## src/rtl/npu_mac_seq.sv

```systemverilog
// Job sequencer in front of the MAC cell: pairs activation/weight streams, feeds LEN products,
// collects the requantized result on a valid/ready port and clears the accumulator per output.
module npu_mac_seq #(
  parameter int I_LEN   = 8,
  parameter int O_LEN   = 8,
  parameter int CNT_W   = 16,
  parameter int RES_LAT = 1
) (
  input  logic             clk_i,
  input  logic             rst_i,
  input  logic             start_i,
  input  logic [CNT_W-1:0] len_i,
  input  logic [CNT_W-1:0] n_out_i,
  output logic             busy_o,
  output logic             done_o,
  output logic             err_o,
  input  logic             a_valid_i,
  input  logic [I_LEN-1:0] a_data_i,
  output logic             a_ready_o,
  input  logic             w_valid_i,
  input  logic [I_LEN-1:0] w_data_i,
  output logic             w_ready_o,
  output logic             mac_t0_v_o,
  output logic [I_LEN-1:0] mac_t0_o,
  output logic             mac_t1_v_o,
  output logic [I_LEN-1:0] mac_t1_o,
  output logic             mac_clear_o,
  input  logic             mac_t2_v_i,
  input  logic [O_LEN-1:0] mac_t2_i,
  output logic             res_valid_o,
  output logic [O_LEN-1:0] res_data_o,
  input  logic             res_ready_i
);

  // state   | meaning
  // S_IDLE  | waiting for a start with non-zero LEN and N_OUT
  // S_CLR   | one-cycle accumulator clear; then RUN, or IDLE after the last output
  // S_RUN   | streaming paired operands into the MAC until LEN fires
  // S_DRAIN | waiting RES_LAT cycles for the MAC result, then sampling it
  // S_OUT   | presenting the result until the downstream accepts it
  typedef enum logic [2:0] {S_IDLE, S_CLR, S_RUN, S_DRAIN, S_OUT} state_e;

  localparam int LAT_W = (RES_LAT > 1) ? $clog2(RES_LAT) : 1;

  state_e           state_q;
  logic [CNT_W-1:0] len_q;
  logic [CNT_W-1:0] k_q;
  logic [CNT_W-1:0] rem_q;
  logic [LAT_W-1:0] lat_q;
  logic [O_LEN-1:0] res_data_q;
  logic             busy_q;
  logic             done_q;
  logic             err_q;
  logic             clr_q;
  logic             res_valid_q;
  logic             fire;

  // Both streams move together or not at all, and only while running.
  assign fire = (state_q == S_RUN) & a_valid_i & w_valid_i;

  assign a_ready_o   = fire;
  assign w_ready_o   = fire;
  assign mac_t0_v_o  = fire;
  assign mac_t1_v_o  = fire;
  assign mac_t0_o    = fire ? a_data_i : '0;
  assign mac_t1_o    = fire ? w_data_i : '0;
  assign mac_clear_o = clr_q;
  assign busy_o      = busy_q;
  assign done_o      = done_q;
  assign err_o       = err_q;
  assign res_valid_o = res_valid_q;
  assign res_data_o  = res_data_q;

  always_ff @(posedge clk_i) begin
    if (rst_i) begin
      state_q     <= S_IDLE;
      len_q       <= '0;
      k_q         <= '0;
      rem_q       <= '0;
      lat_q       <= '0;
      res_data_q  <= '0;
      busy_q      <= 1'b0;
      done_q      <= 1'b0;
      err_q       <= 1'b0;
      clr_q       <= 1'b0;
      res_valid_q <= 1'b0;
    end else begin
      done_q <= 1'b0;
      err_q  <= 1'b0;
      clr_q  <= 1'b0;
      case (state_q)
        S_IDLE: begin
          if (start_i) begin
            if (len_i != '0 && n_out_i != '0) begin
              len_q   <= len_i;
              rem_q   <= n_out_i;
              clr_q   <= 1'b1;
              busy_q  <= 1'b1;
              state_q <= S_CLR;
            end else begin
              err_q <= 1'b1;
            end
          end
        end
        S_CLR: begin
          if (rem_q != '0) begin
            k_q     <= len_q;
            state_q <= S_RUN;
          end else begin
            busy_q  <= 1'b0;
            done_q  <= 1'b1;
            state_q <= S_IDLE;
          end
        end
        S_RUN: begin
          if (fire) begin
            k_q <= k_q - CNT_W'(1);
            if (k_q == CNT_W'(1)) begin
              lat_q   <= LAT_W'(RES_LAT - 1);
              state_q <= S_DRAIN;
            end
          end
        end
        S_DRAIN: begin
          if (lat_q == '0) begin
            res_data_q  <= mac_t2_i;
            res_valid_q <= 1'b1;
            err_q       <= ~mac_t2_v_i;
            state_q     <= S_OUT;
          end else begin
            lat_q <= lat_q - LAT_W'(1);
          end
        end
        S_OUT: begin
          if (res_ready_i) begin
            res_valid_q <= 1'b0;
            rem_q       <= rem_q - CNT_W'(1);
            clr_q       <= 1'b1;
            state_q     <= S_CLR;
          end
        end
        default: state_q <= S_IDLE;
      endcase
    end
  end

endmodule

```

## config.mk

```make
export PLATFORM = sky130hd
export DESIGN_NAME = npu_mac_seq
export DESIGN_NICKNAME = d
export VERILOG_FILES = /design/src/rtl/npu_mac_seq.sv
export SDC_FILE = /design/constraint.sdc
export NUM_CORES = 1
export LEC_CHECK = 0
export BUFFER_PORTS_ARGS = -buffer_cell sky130_fd_sc_hd__buf_2
export CORE_ASPECT_RATIO = 0.8
export CORE_UTILIZATION = 50
export CTS_CLUSTER_DIAMETER = 30
export DETAILED_ROUTE_END_ITERATION = 8
export PLACE_DENSITY = 0.84
export SKIP_LAST_GASP = 1
export SYNTH_ARGS = -nofsm -noshare
export SYNTH_HDL_FRONTEND = slang
export SYNTH_SLANG_ARGS = --single-unit
```

## constraint.sdc

```tcl
create_clock -name clk_i -period 2.5 [get_ports clk_i]
set_input_delay 0.125 -clock clk_i [delete_from_list [all_inputs] [get_ports clk_i]]
set_output_delay 0.125 -clock clk_i [all_outputs]
set_load 0.05 [all_outputs]
```

Yosys cells after proc, flatten, opt, wreduce, memory -nomap -nowiden
Index checks and enable logic that the tools add are counted.
Storage, ports and cells
  output and inout port bits: 33
  register bits after elaboration: 65
  word-level logic and storage cells: 88
  input bits: 63
Operators by class
  multiplexer cells: 37
  equality and inequality tests: 13
  bitwise gates (word level): 5
  reduce and logical (&&, ||, !) cells: 19
  add/subtract/negate cells: 3
Operators by type and width (number)
  16-bit 2-to-1 mux: 5
  16-bit one-hot mux with 2 select lines: 2
  16-bit nonzero test: 3
  16-bit by 1-bit subtractor with 16-bit output (second input constant): 2
  3-bit 2-to-1 mux: 6
  16-bit by 1-bit equality test with 1-bit output (second input constant): 1
  8-bit 2-to-1 mux: 2
  1-bit 2-to-1 mux: 15
  3-bit one-hot mux with 5 select lines: 1
  2-bit inequality test (second input constant): 7
  3-bit AND reduction: 4
  1-bit one-hot mux with 2 select lines: 5
  2-bit nonzero test: 5
  4-bit AND reduction: 2
  3-bit by 2-bit equality test with 1-bit output (second input constant): 2
  6-bit AND reduction: 1
  3-bit by 1-bit equality test with 1-bit output (second input constant): 1
  3-bit equality test (second input constant): 1
  3-bit logical NOT: 1
  1-bit NOT: 3
  1-bit AND: 2
  2-bit 2-to-1 mux: 1
  2-bit by 1-bit inequality test with 1-bit output (second input constant): 1
  2-bit AND reduction: 1
  other kinds (3): 3

Longest topological paths before layout
Gate-level depths: netlist (run 1).
  word-level depth: 5
  gate-level depth with buffers: 8
  depth with buffers taken out: 7

Least setup slack after synthesis (run 1)
No wires, ideal clock.
  path kind: register -> output
  start: register state_q[1]
  end: output port mac_t0_o[5]
  arrival time: 2260 ps
  required time: 2375 ps
  slack: 115 ps
  buffers on the path: 3
  cell stages (with the launch flop): 7
  cells stage by stage: dfxtp_1 > buf_2 > nor3b_2 > and3_1 > clkbuf_1 > clkbuf_1 > and2_1
On the way
  cells in the longest elaborated chain, start to end: 4
Ends and longest elaborated chain
  start: declaration: line 45  | state_e state_q;
  start signal: assignment: line 76  | state_q <= S_IDLE;
  start signal: assignment: line 99  | state_q <= S_CLR;
  start signal: assignment: line 108  | state_q <= S_RUN;
  3-bit by 2-bit equality test with 1-bit output: line 59  | assign fire = (state_q == S_RUN) & a_valid_i & w_valid_i;
  1-bit AND (2 in series): line 59
  via a_ready_o: line 19  | output logic a_ready_o,
  8-bit 2-to-1 mux: line 65  | assign mac_t0_o = fire ? a_data_i : '0;
  end: declaration: line 24  | output logic [I_LEN-1:0] mac_t0_o,
The timed path passes the listed nets, and every way through them passes these cells.

Worst setup path after layout (run 1)
  start: register rem_q[0]
  end: register rem_q[14]
On the way
  cells in the longest elaborated chain, start to end: 3
Ends and longest elaborated chain
  start: declaration: line 48  | logic [CNT_W-1:0] rem_q;
  start signal: assignment: line 96  | rem_q <= n_out_i;
  start signal: assignment: line 137  | rem_q <= rem_q - CNT_W'(1);
  16-bit by 1-bit subtractor with 16-bit output: line 137
  16-bit 2-to-1 mux: line 135  | if (res_ready_i) begin
  16-bit one-hot mux with 2 select lines: line 91  | case (state_q)
No other way between the ends. The select of a mux whose other input is x is not followed.
A chain may end at the register's enable or synchronous reset.

==> out/qor.yml, run 1 <==
slew_headroom_pct: 52.8
drc: 0
row_count: 27
synthDistinctLibCells: 49
cts_tree: "built"
synth.top_cell.area_share_pct: 35.8
ys.flop_type: "dfxtp_1"
wirelength_um: 9640
worstSetupEndpointType: "flip-flop"
mostFrequentLayoutCells: "95 x buf_2, 64 x dfxtp_1, 58 x nor2_1"
ys.warnings.count: 0
drive_gt1_share_pct: 25.8
clk_pin_slew_ns: 0.07
fin_crit_sh_pct: 96.1
min_period_ns: 2.40
cts_buffers: 9
cp.arrival_ns: 2.61
final_core_util_pct: 62.1
grt_overflow: 0
critical_path_buf_inv_count: 1
cp_slowest_stage_delay_ns: 0.51
rsz0062_at_grt: "no"
setup.worst_path.start_class: "flip-flop"
syn_inst: 451
ant_nets: 0
crit_type: "reg -> reg"
hold_slack_ns: 0.0104
slew_violations: 0
via_per_inst: 6.03
p_per_area_nw_per_um2: 621
post_cts_buffers: 0
core_um2: 6890
die_area_um2: 7500
ctsHoldBuffers: 0
clock-sinks: 64
hpwl_um: 6710
die_x_um: 96.6
synth_edf_count: 0
crit_slowest_cell: "or4b_4"
yosys.area.top_type: "dfxtp_1"
synth_mux_area_share_pct: 8.99
fp.dieH_um: 77.7
hold_class: "in -> reg"
p_leak_nw: 1.92
setup_violations: 0
final_common_cell: "buf_2"
antennaDiodeCount: 0
drt_pass1_iterations: 5
synth_area_leaders: "dfxtp_1 36%, mux2i_1 8.7%, nor2_1 6.1%, a21oi_1 5.7%, nor4_1 3.7%"
cts_root_buf: "clkbuf_8"
cts_max_path_buffers: 2
syn_area_um2: 3580
hold_viol_final: 0
antenna_found_initial: 0
max_freq_ghz: 0.416
cp_max_fo: 5
grt_pass1_vias: 3501
io_buffers: 95
multi_input_area_um2: 2080
status: "finished, final reports clean"
synthAdderAreaFrac_pct: 1.05
ys_async_sr_fraction_pct: 0
initial_utilization_pct: 51.9
drt_iter0_drc: 368
synthXorXnorAreaFrac_pct: 0
cts_htree_levels: 3
fillCellCount: 614
vias: 3725
cp_data_required_time_ns: 2.71
cts_resized: 0
wl_per_cell_um: 15.6
area_growth_syn_to_layout_pct: 19.5
clock_skew_ns: 0.00978
num_io_pins: 96
synth-compound-area-share_pct: 20.1
fin_tns_setup_ns: 0
synth_nets: 517
crit_family: "simple AND/OR/NAND/NOR gates"
synth-simple-area-share_pct: 27.9
nets: 593
regArea_um2: 1280
path_cells: "inv_1, ha_1, or4b_4, or3_4, o41a_1, o311ai_2, o31ai_1"
synth_top_family_by_area: "simple AND/OR/NAND/NOR gates"
peakVddDrop_v: 0.000355
syn_area_per_cell_um2: 7.93
ys_seq_elements: 64
drv_cap: 0
place_congestion: 0.885
clk-insertion-delay-late_ns: 0.34
seq_area_frac_synth_pct: 35.8
tightest_slew_ns: 0.707
grt_max_degree: 69
grt_use_total_pct: 26.8
grt_pass1_wl_um: 15700
==> cells in the mapped netlist, types with 2 or more instances <==
master    number
dfxtp_1       64
nor2_1        58
a21oi_1       41
mux2i_1       31
clkbuf_1      28
nand2_1       28
nor4_1        21
o21ai_0       20
and2_1        17
nor3_1        12
o31ai_1       11
nand3_1       10
inv_1          9
a211oi_1       8
a21o_1         8
buf_2          8
nand4_1        7
nor2b_1        5
o211ai_1       5
or4_1          5
or3_1          4
buf_4          3
ha_1           3
nand3b_1       3
nor3b_1        3
o311ai_0       3
o32ai_1        3
or3b_2         3
a21boi_0       2
a22oi_1        2
and3_1         2
buf_1          2
nor3b_2        2
nor4_2         2
nor4b_1        2
o21a_1         2
or2_2          2
==> layer usage <==
metal	GRT usage, %	vias to the layer above	share of wire, %
met1	34.8	1720	44
li1	-	1784	-
met4	11.6	0	1.6
met3	7.65	24	9.2
met2	40.8	197	45
met5	0	-	0
==> registers in the layout (all words and copies together) (netlist names) <==
signal / count
busy_o: 1
done_o: 1
err_o: 1
k_q: 16
len_q: 16
mac_clear_o: 1
rem_q: 16
res_data_o: 8
res_valid_o: 1
state_q: 3
==> power by group <==
| group | leakage [nW] | switching, mW | internal (mW) | total [mW] |
|---|---|---|---|---|
| registers | 0.522 | 0.0608 | 1.08 | 1.15 |
| clock network | 0.0904 | 0.411 | 0.480 | 0.891 |
| logic | 1.31 | 0.383 | 0.237 | 0.620 |
==> worst min-delay path, cell delays in order <==
cell and delay [ns]:
buf_2 0.07, mux2i_1 0.05, nor2_1 0.07
==> per-stage QoR <==
step	instance area [µm²]	worst slack, ns	instances	total power, mW
global route	4280	0.00517	618	2.79
CTS	4280	0.127	618	2.66
detailed placement	4080	0.138	603	1.77
global placement	4080	0.217	603	1.75
floorplan	3580	0.115	451	1.60
finish	4280	0.0965	618	2.66
==> final timing paths <==
check,startpoint,to,slack [ns],depth (start not counted)
min,mac_t2_i[4],res_data_o[4],0.01,3
max,rem_q[0],rem_q[14],0.1,7
max reg2reg,rem_q[0],rem_q[14],0.1,7
min reg2reg,busy_o,busy_o,0.45,2
==> final cells by class <==
cell class | instances | area share [%]
Clock inverter | 5 | 1.35
Inverter | 9 | 0.790
Timing Repair Buffer | 107 | 13.5
Tap cell | 87 | 2.54
Multi-Input combinational cell | 336 | 48.6
Clock buffer | 10 | 3.22
Sequential cell | 64 | 30.0
==> cells by family after synthesis <==
group	Yosys count
multiplexers	32
AO/OA/AOI/OAI	113
flip-flops	64
buffers and inverters	51
AND/OR/NAND/NOR	188
adder cells (fa/ha/maj)	3
Note: power is estimated with default switching activity, not from simulation.
==> inputs of run 2 (changes only) <==
Settings changed: PLACE_DENSITY 0.84 to 0.76.
==> run 2 against run 1 <==
Net effect: the run now ends with DRC left; critical path depth is the same; die area stayed put; via count decreased by 0.94%; first-iteration DRC count is 27% lower; register-to-register slack improved by 0.02 ns; combinational power decreased by 1%; maximum frequency grew 1.0%; core utilization shrank 0.11 points; power is 1.4% lower; sequential power about the same; global-route usage fell by 0.76 points; clock power fell by 3.4%; highest routed layer unchanged.
==> out/qor.yml, run 2 (synthesis results as in run 1) <==
io_buffers: 95  # unchanged
violations: "DRC"
fp.dieH_um: 77.7  # unchanged
grt_overflow: 0  # unchanged
antenna_found_initial: 0  # unchanged
grt_pass1_vias: 3357  # -4.1%
final_design_area_no_fill_um2: 4270  # -0.18%
crit_start: "rem_q[0]"
worstSetupEndpointType: "flip-flop"
cp.arrival_ns: 2.58  # -0.03 ns
cts_root_buf: "clkbuf_8"
p_leak_nw: 1.92  # about the same
initial_utilization_pct: 51.9  # unchanged
ctsHoldBuffers: 0  # unchanged
drive_gt1_share_pct: 25.8  # -0.048 points
mostFrequentLayoutCells: "95 x buf_2, 64 x dfxtp_1, 58 x nor2_1"
via_per_inst: 5.96  # -1.1%
drv_cap: 0  # unchanged
grt_use_total_pct: 26.0  # -0.76 points
tightest_slew_ns: 0.712  # +0.00432 ns
fin_tns_setup_ns: 0  # unchanged
row_count: 27  # unchanged
die_area_um2: 7500  # unchanged
rsz0062_at_grt: "no"
cts_max_path_buffers: 2  # unchanged
ant_nets: 0  # unchanged
worstRegToRegCells: 7  # unchanged
drc: 2  # +2
timing.rr.start: "rem_q[0]"
drt_pass1_iterations: 7  # +2
cts_tree: "built"
place_congestion: 0.904  # +2.1%
cts_buffers: 9  # unchanged
regArea_um2: 1280  # unchanged
layout.cells.non_filler: 619  # +0.16%
clk_pin_slew_ns: 0.07  # about the same
drt_iter0_drc: 268  # -27%
multi_input_area_um2: 2080  # unchanged
rrSetupSlack_ns: 0.12  # +0.02 ns
slew_headroom_pct: 52.5  # -0.29 points
fin_crit_sh_pct: 95.2  # -0.97 points
clock_skew_ns: 0.0101  # +0.000345 ns
hpwl_um: 6650  # -0.94%
placed_cell_area_um2: 4080  # unchanged
top_regs: "k_q (16), len_q (16), rem_q (16)"
p_per_area_nw_per_um2: 613  # -1.3%
peakVddDrop_v: 0.000368  # +3.5%
wirelength_um: 9350  # -3.1%
setup_violations: 0  # unchanged
setup.worst_path.start_class: "flip-flop"
placed_cells: 603  # unchanged
cts_resized: 0  # unchanged
die_x_um: 96.6  # unchanged
post_cts_buffers: 0  # unchanged
grt_max_degree: 69  # unchanged
antennaDiodeCount: 0  # unchanged
grt_pass1_wl_um: 15400  # -2.1%
min_period_ns: 2.38  # -0.0243 ns
slew_violations: 0  # unchanged
area_growth_syn_to_layout_pct: 19.3
clock-sinks: 64  # unchanged
crit_end: "rem_q[14]"
max_freq_ghz: 0.420  # +1.0%
timing.rr.end: "rem_q[14]"
nets: 593  # unchanged
hold_class: "in -> reg"
cp_data_required_time_ns: 2.70  # about the same
crit_type: "reg -> reg"
clk-insertion-delay-late_ns: 0.34  # about the same
fillCellCount: 641  # +4.4%
hold_depth: 3  # unchanged
status: "finished, violations left"
cts_htree_levels: 3  # unchanged
vias: 3690  # -0.94%
wl_per_cell_um: 15.1  # -3.2%
hold_viol_final: 0  # unchanged
core_um2: 6890  # unchanged
num_io_pins: 96  # unchanged
final_common_cell: "buf_2"
cp_max_fo: 5  # unchanged
[run 2: worst max-delay path, stage by stage, from the launching register on]
cell      delay (ns)
dfxtp_1         0.33
inv_1           0.08
ha_1            0.22
or4b_4          0.51
or3_4           0.43
o41a_1          0.33
o311ai_2        0.21
o31ai_1         0.11
[run 2: through the flow]
| stage | hold slack [ns] | setup WS (ns) | total power [mW] | util, % |
|---|---|---|---|---|
| floorplan | 0.264 | 0.115 | 1.60 | - |
| global placement | 0.354 | 0.219 | 1.75 | 59.2 |
| detailed placement | 0.365 | 0.139 | 1.77 | 59.2 |
| CTS | 0.00877 | 0.131 | 2.62 | 62.0 |
| global route | 0.0296 | 0.0255 | 2.74 | 62.0 |
| finish | 0.0133 | 0.121 | 2.62 | 62.0 |
[run 2: worst min-delay path by stage]
stage,from,end
floorplan,start_i,err_o
global placement,mac_t2_i[6],res_data_o[6]
detailed placement,mac_t2_i[2],res_data_o[2]
CTS,mac_t2_i[7],res_data_o[7]
global route,mac_t2_i[4],res_data_o[4]
finish,mac_t2_i[7],res_data_o[7]
[run 2: power by group]
group	leakage (nW)	switching, mW	internal (mW)
logic	1.31	0.375	0.236
clock network	0.0920	0.406	0.455
registers	0.522	0.0620	1.08
total	1.92	0.843	1.78
[run 2: area by class of cell]
| class | count | area share [%] |
|---|---|---|
| multi-input cells | 336 | 48.7 |
| clock buffers | 10 | 2.99 |
| inverters | 9 | 0.791 |
| clock inverters | 6 | 1.41 |
| flip-flops and latches | 64 | 30.0 |
| repair buffers | 107 | 13.5 |
| well taps | 87 | 2.55 |
[run 2: routing by layer]
metal,wire length [µm],global-route usage [%]
met3,849,6.18
met2,4130,39.5
met4,178,8.97
met1,4190,35.7
met5,0,0
